==> src/rtl/flow_ctrl_if.sv <==
// Control-flow sequencer bundle: pipeline-side requests into flow_ctrl and the
// redirect / flush / hold / interrupt-state results flowing back out.
interface flow_ctrl_if #(
    parameter int PC_W = 16
) ();
    // Requests from the pipeline
    logic            flow_change_ID_EX;
    logic            rti_ID_EX;
    logic [PC_W-1:0] dst_pc_EX;
    logic [PC_W-1:0] pc_IF;
    logic [3:0]      PSW;
    logic            stall_mem;
    logic            irq;

    // Results from the sequencer
    logic            redirect_vld;
    logic [PC_W-1:0] redirect_pc;
    logic            flush_IF_ID;
    logic            flush_ID_EX;
    logic            pc_hold;
    logic            irq_ack;
    logic            psw_restore_vld;
    logic [3:0]      psw_restore;
    logic [PC_W-1:0] epc;
    logic            in_isr;

    // Pipeline side: drives requests, observes results
    modport master (
        output flow_change_ID_EX, rti_ID_EX, dst_pc_EX, pc_IF, PSW, stall_mem, irq,
        input  redirect_vld, redirect_pc, flush_IF_ID, flush_ID_EX, pc_hold,
               irq_ack, psw_restore_vld, psw_restore, epc, in_isr
    );

    // Sequencer side: observes requests, drives results
    modport slave (
        input  flow_change_ID_EX, rti_ID_EX, dst_pc_EX, pc_IF, PSW, stall_mem, irq,
        output redirect_vld, redirect_pc, flush_IF_ID, flush_ID_EX, pc_hold,
               irq_ack, psw_restore_vld, psw_restore, epc, in_isr
    );
endinterface

==> src/rtl/flow_ctrl.sv <==
// flow_ctrl: sequences taken branches/jumps, interrupt entry and RTI return.
// Owns EPC, the saved PSW and the in-ISR flag. Every output is a register;
// a memory stall freezes everything and only squashes the one-cycle pulses.
module flow_ctrl #(
    parameter int              PC_W      = 16,
    parameter logic [PC_W-1:0] VECTOR    = 16'h0001,
    parameter int              FLUSH_CYC = 2,
    parameter int              DRAIN_CYC = 3
) (
    input logic        clk,
    input logic        rst,
    flow_ctrl_if.slave bus
);

    localparam int MAX_CYC = (FLUSH_CYC > DRAIN_CYC) ? FLUSH_CYC : DRAIN_CYC;
    localparam int CNT_W   = $clog2(MAX_CYC) + 1;

    localparam logic [CNT_W-1:0] CNT_ZERO  = {CNT_W{1'b0}};
    localparam logic [CNT_W-1:0] CNT_ONE   = CNT_W'(1);
    localparam logic [CNT_W-1:0] CNT_FLUSH = CNT_W'(FLUSH_CYC - 1);
    localparam logic [CNT_W-1:0] CNT_DRAIN = CNT_W'(DRAIN_CYC - 1);

    typedef enum logic [1:0] {
        ST_RUN    = 2'd0,
        ST_FLUSH  = 2'd1,
        ST_DRAIN  = 2'd2,
        ST_VECTOR = 2'd3
    } state_t;

    state_t          r_state,           w_state_nxt;
    logic [CNT_W-1:0] r_cnt,            w_cnt_nxt;
    logic [PC_W-1:0] r_epc,             w_epc_nxt;
    logic            r_in_isr,          w_in_isr_nxt;
    logic            r_redirect_vld,    w_redirect_vld_nxt;
    logic [PC_W-1:0] r_redirect_pc,     w_redirect_pc_nxt;
    logic            r_flush_if_id,     w_flush_if_id_nxt;
    logic            r_flush_id_ex,     w_flush_id_ex_nxt;
    logic            r_pc_hold,         w_pc_hold_nxt;
    logic            r_irq_ack,         w_irq_ack_nxt;
    logic            r_psw_restore_vld, w_psw_restore_vld_nxt;
    logic [3:0]      r_psw_restore,     w_psw_restore_nxt;

    // Next-state and next-output decode; levels hold by default, pulses drop to 0
    always_comb begin
        w_state_nxt           = r_state;
        w_cnt_nxt             = r_cnt;
        w_epc_nxt             = r_epc;
        w_in_isr_nxt          = r_in_isr;
        w_redirect_vld_nxt    = 1'b0;
        w_redirect_pc_nxt     = r_redirect_pc;
        w_flush_if_id_nxt     = r_flush_if_id;
        w_flush_id_ex_nxt     = r_flush_id_ex;
        w_pc_hold_nxt         = r_pc_hold;
        w_irq_ack_nxt         = 1'b0;
        w_psw_restore_vld_nxt = 1'b0;
        w_psw_restore_nxt     = r_psw_restore;

        if (bus.stall_mem) begin
            // Frozen: everything above already holds, pulses are squashed
            w_state_nxt = r_state;
        end else begin
            case (r_state)
                ST_RUN: begin
                    if (bus.flow_change_ID_EX) begin
                        // Taken flow change wins over a same-cycle irq
                        w_redirect_vld_nxt = 1'b1;
                        w_redirect_pc_nxt  = bus.rti_ID_EX ? r_epc : bus.dst_pc_EX;
                        w_flush_if_id_nxt  = 1'b1;
                        w_flush_id_ex_nxt  = 1'b1;
                        w_pc_hold_nxt      = 1'b0;
                        w_cnt_nxt          = CNT_FLUSH;
                        w_state_nxt        = ST_FLUSH;
                        if (bus.rti_ID_EX) begin
                            w_psw_restore_vld_nxt = 1'b1;
                            w_in_isr_nxt          = 1'b0;
                        end else begin
                            w_in_isr_nxt = r_in_isr;
                        end
                    end else if (bus.irq && !r_in_isr) begin
                        // Accept interrupt: remember where to return, drain the pipe
                        w_epc_nxt         = bus.pc_IF;
                        w_pc_hold_nxt     = 1'b1;
                        w_flush_if_id_nxt = 1'b1;
                        w_flush_id_ex_nxt = 1'b0;
                        w_cnt_nxt         = CNT_DRAIN;
                        w_state_nxt       = ST_DRAIN;
                    end else begin
                        w_flush_if_id_nxt = 1'b0;
                        w_flush_id_ex_nxt = 1'b0;
                        w_pc_hold_nxt     = 1'b0;
                    end
                end

                ST_FLUSH: begin
                    // ID/EX is squashed here, so any flow_change seen is stale
                    if (r_cnt == CNT_ZERO) begin
                        w_flush_if_id_nxt = 1'b0;
                        w_flush_id_ex_nxt = 1'b0;
                        w_state_nxt       = ST_RUN;
                    end else begin
                        w_cnt_nxt = r_cnt - CNT_ONE;
                    end
                end

                ST_DRAIN: begin
                    // A branch still draining retargets the return address
                    if (bus.flow_change_ID_EX) begin
                        w_epc_nxt         = bus.rti_ID_EX ? r_epc : bus.dst_pc_EX;
                        w_flush_id_ex_nxt = 1'b1;
                    end else begin
                        w_flush_id_ex_nxt = 1'b0;
                    end
                    if (r_cnt == CNT_ZERO) begin
                        w_redirect_vld_nxt = 1'b1;
                        w_redirect_pc_nxt  = VECTOR;
                        w_irq_ack_nxt      = 1'b1;
                        w_flush_if_id_nxt  = 1'b1;
                        w_pc_hold_nxt      = 1'b0;
                        w_psw_restore_nxt  = bus.PSW;
                        w_in_isr_nxt       = 1'b1;
                        w_state_nxt        = ST_VECTOR;
                    end else begin
                        w_cnt_nxt = r_cnt - CNT_ONE;
                    end
                end

                ST_VECTOR: begin
                    // Vector outputs were shown this cycle; back to normal flow
                    w_flush_if_id_nxt = 1'b0;
                    w_flush_id_ex_nxt = 1'b0;
                    w_pc_hold_nxt     = 1'b0;
                    w_state_nxt       = ST_RUN;
                end

                default: begin
                    w_flush_if_id_nxt = 1'b0;
                    w_flush_id_ex_nxt = 1'b0;
                    w_pc_hold_nxt     = 1'b0;
                    w_cnt_nxt         = CNT_ZERO;
                    w_state_nxt       = ST_RUN;
                end
            endcase
        end
    end

    // State, bookkeeping and output registers with synchronous reset
    always_ff @(posedge clk) begin
        if (rst) begin
            r_state           <= ST_RUN;
            r_cnt             <= CNT_ZERO;
            r_epc             <= {PC_W{1'b0}};
            r_in_isr          <= 1'b0;
            r_redirect_vld    <= 1'b0;
            r_redirect_pc     <= {PC_W{1'b0}};
            r_flush_if_id     <= 1'b0;
            r_flush_id_ex     <= 1'b0;
            r_pc_hold         <= 1'b0;
            r_irq_ack         <= 1'b0;
            r_psw_restore_vld <= 1'b0;
            r_psw_restore     <= 4'b0000;
        end else begin
            r_state           <= w_state_nxt;
            r_cnt             <= w_cnt_nxt;
            r_epc             <= w_epc_nxt;
            r_in_isr          <= w_in_isr_nxt;
            r_redirect_vld    <= w_redirect_vld_nxt;
            r_redirect_pc     <= w_redirect_pc_nxt;
            r_flush_if_id     <= w_flush_if_id_nxt;
            r_flush_id_ex     <= w_flush_id_ex_nxt;
            r_pc_hold         <= w_pc_hold_nxt;
            r_irq_ack         <= w_irq_ack_nxt;
            r_psw_restore_vld <= w_psw_restore_vld_nxt;
            r_psw_restore     <= w_psw_restore_nxt;
        end
    end

    assign bus.redirect_vld    = r_redirect_vld;
    assign bus.redirect_pc     = r_redirect_pc;
    assign bus.flush_IF_ID     = r_flush_if_id;
    assign bus.flush_ID_EX     = r_flush_id_ex;
    assign bus.pc_hold         = r_pc_hold;
    assign bus.irq_ack         = r_irq_ack;
    assign bus.psw_restore_vld = r_psw_restore_vld;
    assign bus.psw_restore     = r_psw_restore;
    assign bus.epc             = r_epc;
    assign bus.in_isr          = r_in_isr;

endmodule

==> src/flat_wrapper.sv <==
// flat-port wrapper written by rule: the top's interface ports become plain ports
module flow_ctrl_flat 
#(
    parameter int              PC_W      = 16,
    parameter logic [PC_W-1:0] VECTOR    = 16'h0001,
    parameter int              FLUSH_CYC = 2,
    parameter int              DRAIN_CYC = 3
)
  (clk, rst, bus_flow_change_ID_EX, bus_rti_ID_EX, bus_dst_pc_EX, bus_pc_IF, bus_PSW, bus_stall_mem, bus_irq, bus_redirect_vld, bus_redirect_pc, bus_flush_IF_ID, bus_flush_ID_EX, bus_pc_hold, bus_irq_ack, bus_psw_restore_vld, bus_psw_restore, bus_epc, bus_in_isr);
  flow_ctrl_if #(.PC_W(PC_W)) bus_i ();
  input logic clk;
  input logic rst;
  input wire logic [$bits(bus_i.flow_change_ID_EX)-1:0] bus_flow_change_ID_EX;
  input wire logic [$bits(bus_i.rti_ID_EX)-1:0] bus_rti_ID_EX;
  input wire logic [$bits(bus_i.dst_pc_EX)-1:0] bus_dst_pc_EX;
  input wire logic [$bits(bus_i.pc_IF)-1:0] bus_pc_IF;
  input wire logic [$bits(bus_i.PSW)-1:0] bus_PSW;
  input wire logic [$bits(bus_i.stall_mem)-1:0] bus_stall_mem;
  input wire logic [$bits(bus_i.irq)-1:0] bus_irq;
  output wire logic [$bits(bus_i.redirect_vld)-1:0] bus_redirect_vld;
  output wire logic [$bits(bus_i.redirect_pc)-1:0] bus_redirect_pc;
  output wire logic [$bits(bus_i.flush_IF_ID)-1:0] bus_flush_IF_ID;
  output wire logic [$bits(bus_i.flush_ID_EX)-1:0] bus_flush_ID_EX;
  output wire logic [$bits(bus_i.pc_hold)-1:0] bus_pc_hold;
  output wire logic [$bits(bus_i.irq_ack)-1:0] bus_irq_ack;
  output wire logic [$bits(bus_i.psw_restore_vld)-1:0] bus_psw_restore_vld;
  output wire logic [$bits(bus_i.psw_restore)-1:0] bus_psw_restore;
  output wire logic [$bits(bus_i.epc)-1:0] bus_epc;
  output wire logic [$bits(bus_i.in_isr)-1:0] bus_in_isr;
  assign bus_i.flow_change_ID_EX = bus_flow_change_ID_EX;
  assign bus_i.rti_ID_EX = bus_rti_ID_EX;
  assign bus_i.dst_pc_EX = bus_dst_pc_EX;
  assign bus_i.pc_IF = bus_pc_IF;
  assign bus_i.PSW = bus_PSW;
  assign bus_i.stall_mem = bus_stall_mem;
  assign bus_i.irq = bus_irq;
  assign bus_redirect_vld = bus_i.redirect_vld;
  assign bus_redirect_pc = bus_i.redirect_pc;
  assign bus_flush_IF_ID = bus_i.flush_IF_ID;
  assign bus_flush_ID_EX = bus_i.flush_ID_EX;
  assign bus_pc_hold = bus_i.pc_hold;
  assign bus_irq_ack = bus_i.irq_ack;
  assign bus_psw_restore_vld = bus_i.psw_restore_vld;
  assign bus_psw_restore = bus_i.psw_restore;
  assign bus_epc = bus_i.epc;
  assign bus_in_isr = bus_i.in_isr;
  flow_ctrl #(.PC_W(PC_W), .VECTOR(VECTOR), .FLUSH_CYC(FLUSH_CYC), .DRAIN_CYC(DRAIN_CYC)) u_core (.clk(clk), .rst(rst), .bus(bus_i));
endmodule
==> config.mk <==
export PLATFORM = sky130hd
export DESIGN_NAME = flow_ctrl_flat
export DESIGN_NICKNAME = d
export VERILOG_FILES = /design/src/rtl/flow_ctrl_if.sv /design/src/rtl/flow_ctrl.sv /design/src/flat_wrapper.sv
export SDC_FILE = /design/constraint.sdc
export NUM_CORES = 1
export LEC_CHECK = 0
export ABC_CLOCK_PERIOD_IN_PS = 2200
export CAP_MARGIN = 20
export CORE_AREA = 2 2 76 78
export CTS_BUF_LIST = sky130_fd_sc_hd__clkbuf_8
export DETAILED_ROUTE_END_ITERATION = 12
export DIE_AREA = 0 0 78 80
export HOLD_SLACK_MARGIN = 0.05
export PLACE_DENSITY = 0.78
export SLEW_MARGIN = 5
export SYNTH_ARGS = -nofsm -noshare
export SYNTH_HDL_FRONTEND = slang
export SYNTH_SLANG_ARGS = --single-unit
==> constraint.sdc <==
create_clock -name clk -period 2.2 [get_ports clk]
set_input_delay 0.33 -clock clk [delete_from_list [all_inputs] [get_ports clk]]
set_output_delay 0.33 -clock clk [all_outputs]
set_load 0.02 [all_outputs]
==> results.sh, run 1 <==
export IMPL_synth_warnings=0
export IMPL_ys_flop_type="dfxtp_1"
export IMPL_hold_path_startpoint="u_core.bus.redirect_pc[3]"
export IMPL_ir_worst_vdd_uv=383
export IMPL_post_cts_resized=0
export IMPL_gr_total_overflow=0
export IMPL_crit_path_max_fanout=30
export IMPL_fill_cells=478
export IMPL_drt_wl_total_um=6080
export IMPL_syn_area_um2=2370
export IMPL_worst_setup_path_start_kind="flop"
export IMPL_min_to="u_core.bus.redirect_pc[3]"
export IMPL_via_count=2211
export IMPL_rsz0062_at_grt="false"
export IMPL_grt_use_total=0.195
export IMPL_ys_ff_latch=48
export IMPL_crit_path_end_kind="flop"
export IMPL_critPathArrivalTime_ps=2240
export IMPL_grt_max_degree=31
export IMPL_root_buffer="clkbuf_8"
export IMPL_routedWlPerCell_um=14.4
export IMPL_viasPerCell=5.25
export IMPL_drtAntennaViolNets=0
export IMPL_hold_violations=0
export IMPL_clock_sinks=48
export IMPL_tightestPinTransition_ps=514
export IMPL_r2r_start="u_core.r_state[0]"
export IMPL_relSlewSlack=0.657
export IMPL_place_gp_congestion=0.825
export IMPL_die_h_um=80
export IMPL_drive_above_1_share=0.0802
export IMPL_die_area_um2=6240
export IMPL_syn_area_per_cell_um2=8.74
export IMPL_postSynthCellCount=271
export IMPL_min_period_ps=2030
export IMPL_synthDistinctLibCells=38
export IMPL_fin_nets=397
export IMPL_setup_tns_ps=0
export IMPL_cts_tree="built"
export IMPL_cts_setup_buffers=0
export IMPL_outcome="finished, final reports clean"
export IMPL_async_flop_share=0
export IMPL_antenna_found_initial=0
export IMPL_clk_pin_slew_ps=90
export IMPL_holdBufCountCts=0
export IMPL_path_class="reg2reg"
export IMPL_grt_pass1_vias=2120
export IMPL_htreeDepth=2
export IMPL_synth_area_top_cells="dfxtp_1, mux2i_1, a21oi_1"
export IMPL_ioPinCount=85
export IMPL_worstSkewPairLatency_ps=300
export IMPL_post_route_util=0.631
export IMPL_grt_pass1_wl_um=9850
export IMPL_antenna_cells=0
export IMPL_power_per_cell_area_nw_per_um2=724
export IMPL_max_cap_violations=0
export IMPL_r2r_end="u_core.bus.redirect_pc[9]"
export IMPL_synth_common_cells="dfxtp_1, nand2_1, a21oi_1, mux2i_1, nor2_1"
export IMPL_die_width_um=78
export IMPL_worstRegToRegCells=7
export IMPL_critPathRequiredTime_ps=2410
export IMPL_ff2ff_setup_slack_ps=170
export IMPL_first_pass_iters=4
export IMPL_finalSetupViolations=0
export IMPL_yosysMostFrequentCell="dfxtp_1"
export IMPL_syn_nets=320
export IMPL_max_clock_freq_ghz=0.492
export IMPL_drcViolationCount=0
export IMPL_drtIter0Drc=108
export IMPL_fin_skew_ps=5.39
export IMPL_numCtsBuffers=5
export IMPL_hold_path_class="reg2reg"
export IMPL_final_max_slew_viol_count=0
export IMPL_floorplan_initialDensity=0.438
export IMPL_synth_top_area_frac=0.406
export IMPL_std_cell_rows=27
export IMPL_synth_seq_area_share=0.406
export IMPL_areaGrowthSynthToFinish_pct=44.2
export IMPL_p_leak_nw=1.26
export IMPL_hold_depth=2
export IMPL_synth_top_cell_by_area="dfxtp_1"
export IMPL_synth_edf_count=0
export IMPL_fp_coreArea_um2=5410
export IMPL_clock_path_buffers=2
export IMPL_finalCritPeriodShare=0.925
export IMPL_dp_hpwl_um=4330
export IMPL_portBuffers=84
-- kinds of logic (layout without fill, tap and decap cells) --
family                   count (synthesis)  in the layout  share of synthesized area
adder cells (fa/ha/maj)                  7              7                     0.0370
buffers and inverters                   34            112                     0.0645
AND/OR/NAND/NOR                         84             84                      0.168
flip-flops                              48             48                      0.406
AO/OA/AOI/OAI                           72             72                      0.215
multiplexers                            26             26                      0.110
-- critical path, stage by stage, from the launching register on --
cell and delay [ps]:
dfxtp_1 390, inv_1 100, ha_1 240, buf_4 170, buf_4 210, a211o_1 320
buf_4 240, o31ai_1 280
-- power breakdown --
| part | switching, mW | internal [mW] | leakage, nW |
|---|---|---|---|
| clock network | 0.291 | 0.401 | 0.0645 |
| logic | 0.430 | 0.362 | 0.806 |
| registers | 0.0481 | 0.940 | 0.390 |
| total | 0.769 | 1.70 | 1.26 |
-- sequential cells by signal (all words and copies together) (netlist names), 2 cells and up --
register,flops
u_core.bus.redirect_pc,16
u_core.bus.epc,16
u_core.bus.psw_restore,4
u_core.r_state,2
u_core.r_cnt,3
-- cell usage in the layout, fill, tap and decap left out, types with 2 or more instances in the layout --
cell type        count
clkdlybuf4s50_1     84
dfxtp_1             48
nand2_1             32
mux2i_1             25
a21oi_1             25
nor2_1              19
o211ai_1            16
nand3_1             15
o31ai_1             15
inv_1                9
buf_4                9
ha_1                 7
clkbuf_8             7
nand3b_1             5
nand2b_1             3
a221oi_1             3
a211o_1              2
or2_2                2
nor3_1               2
a31oi_1              2
o21ai_0              2
buf_12               2
-- cell type report --
class | instances | area, um^2 | area share
multi-input cells | 189 | 1250 | 0.367
well taps | 72 | 90.1 | 0.0264
clock inverters | 1 | 30.0 | 0.00880
repair buffers | 95 | 948 | 0.278
inverters | 9 | 33.8 | 0.00990
flip-flops and latches | 48 | 961 | 0.282
clock buffers | 7 | 96.3 | 0.0282
-- how the worst max path moves through the flow --
stage	slack (ps)	cells past startpoint	endpoint	from
global placement	130	5	u_core.bus.epc[0]	bus_flow_change_ID_EX
finish	170	7	u_core.bus.redirect_pc[9]	u_core.r_state[0]
floorplan	270	7	u_core.r_state[1]	u_core.r_state[0]
detailed placement	100	5	u_core.bus.epc[7]	bus_flow_change_ID_EX
CTS	160	7	u_core.bus.redirect_pc[9]	u_core.r_state[0]
global route	30	8	u_core.r_state[0]	u_core.r_state[0]
-- routing by layer --
layer	wire length, um	share of wire	track usage	up-vias
met3	364	0.060	0.0498	8
met1	2710	0.44	0.240	1012
met5	0	0	0	-
met2	2930	0.48	0.330	71
met4	86	0.014	0.0667	0
li1	-	-	-	1120
-- through the flow --
step           area (um^2)  std cells  power [mW]  hold slack (ps)  setup WS [ps]
5_1_grt               3410        421        2.60              495           27.6
4_1_cts               3410        421        2.49              476            159
3_5_place_dp          3290        413        1.79              463           99.7
2_1_floorplan         2370        271        1.50              477            269
6_report              3410        421        2.47              475            166
3_3_place_gp          3290        413        1.78              458            130
Power figures use the tool's default switching activity.
==> run 2, diff against run 1 <==
Settings changed: CTS_CLUSTER_SIZE set to 24, TNS_END_PERCENT set to 20.
==> results of run 2 <==
The final DEF is identical to that of run 1; final timing and power are the same.
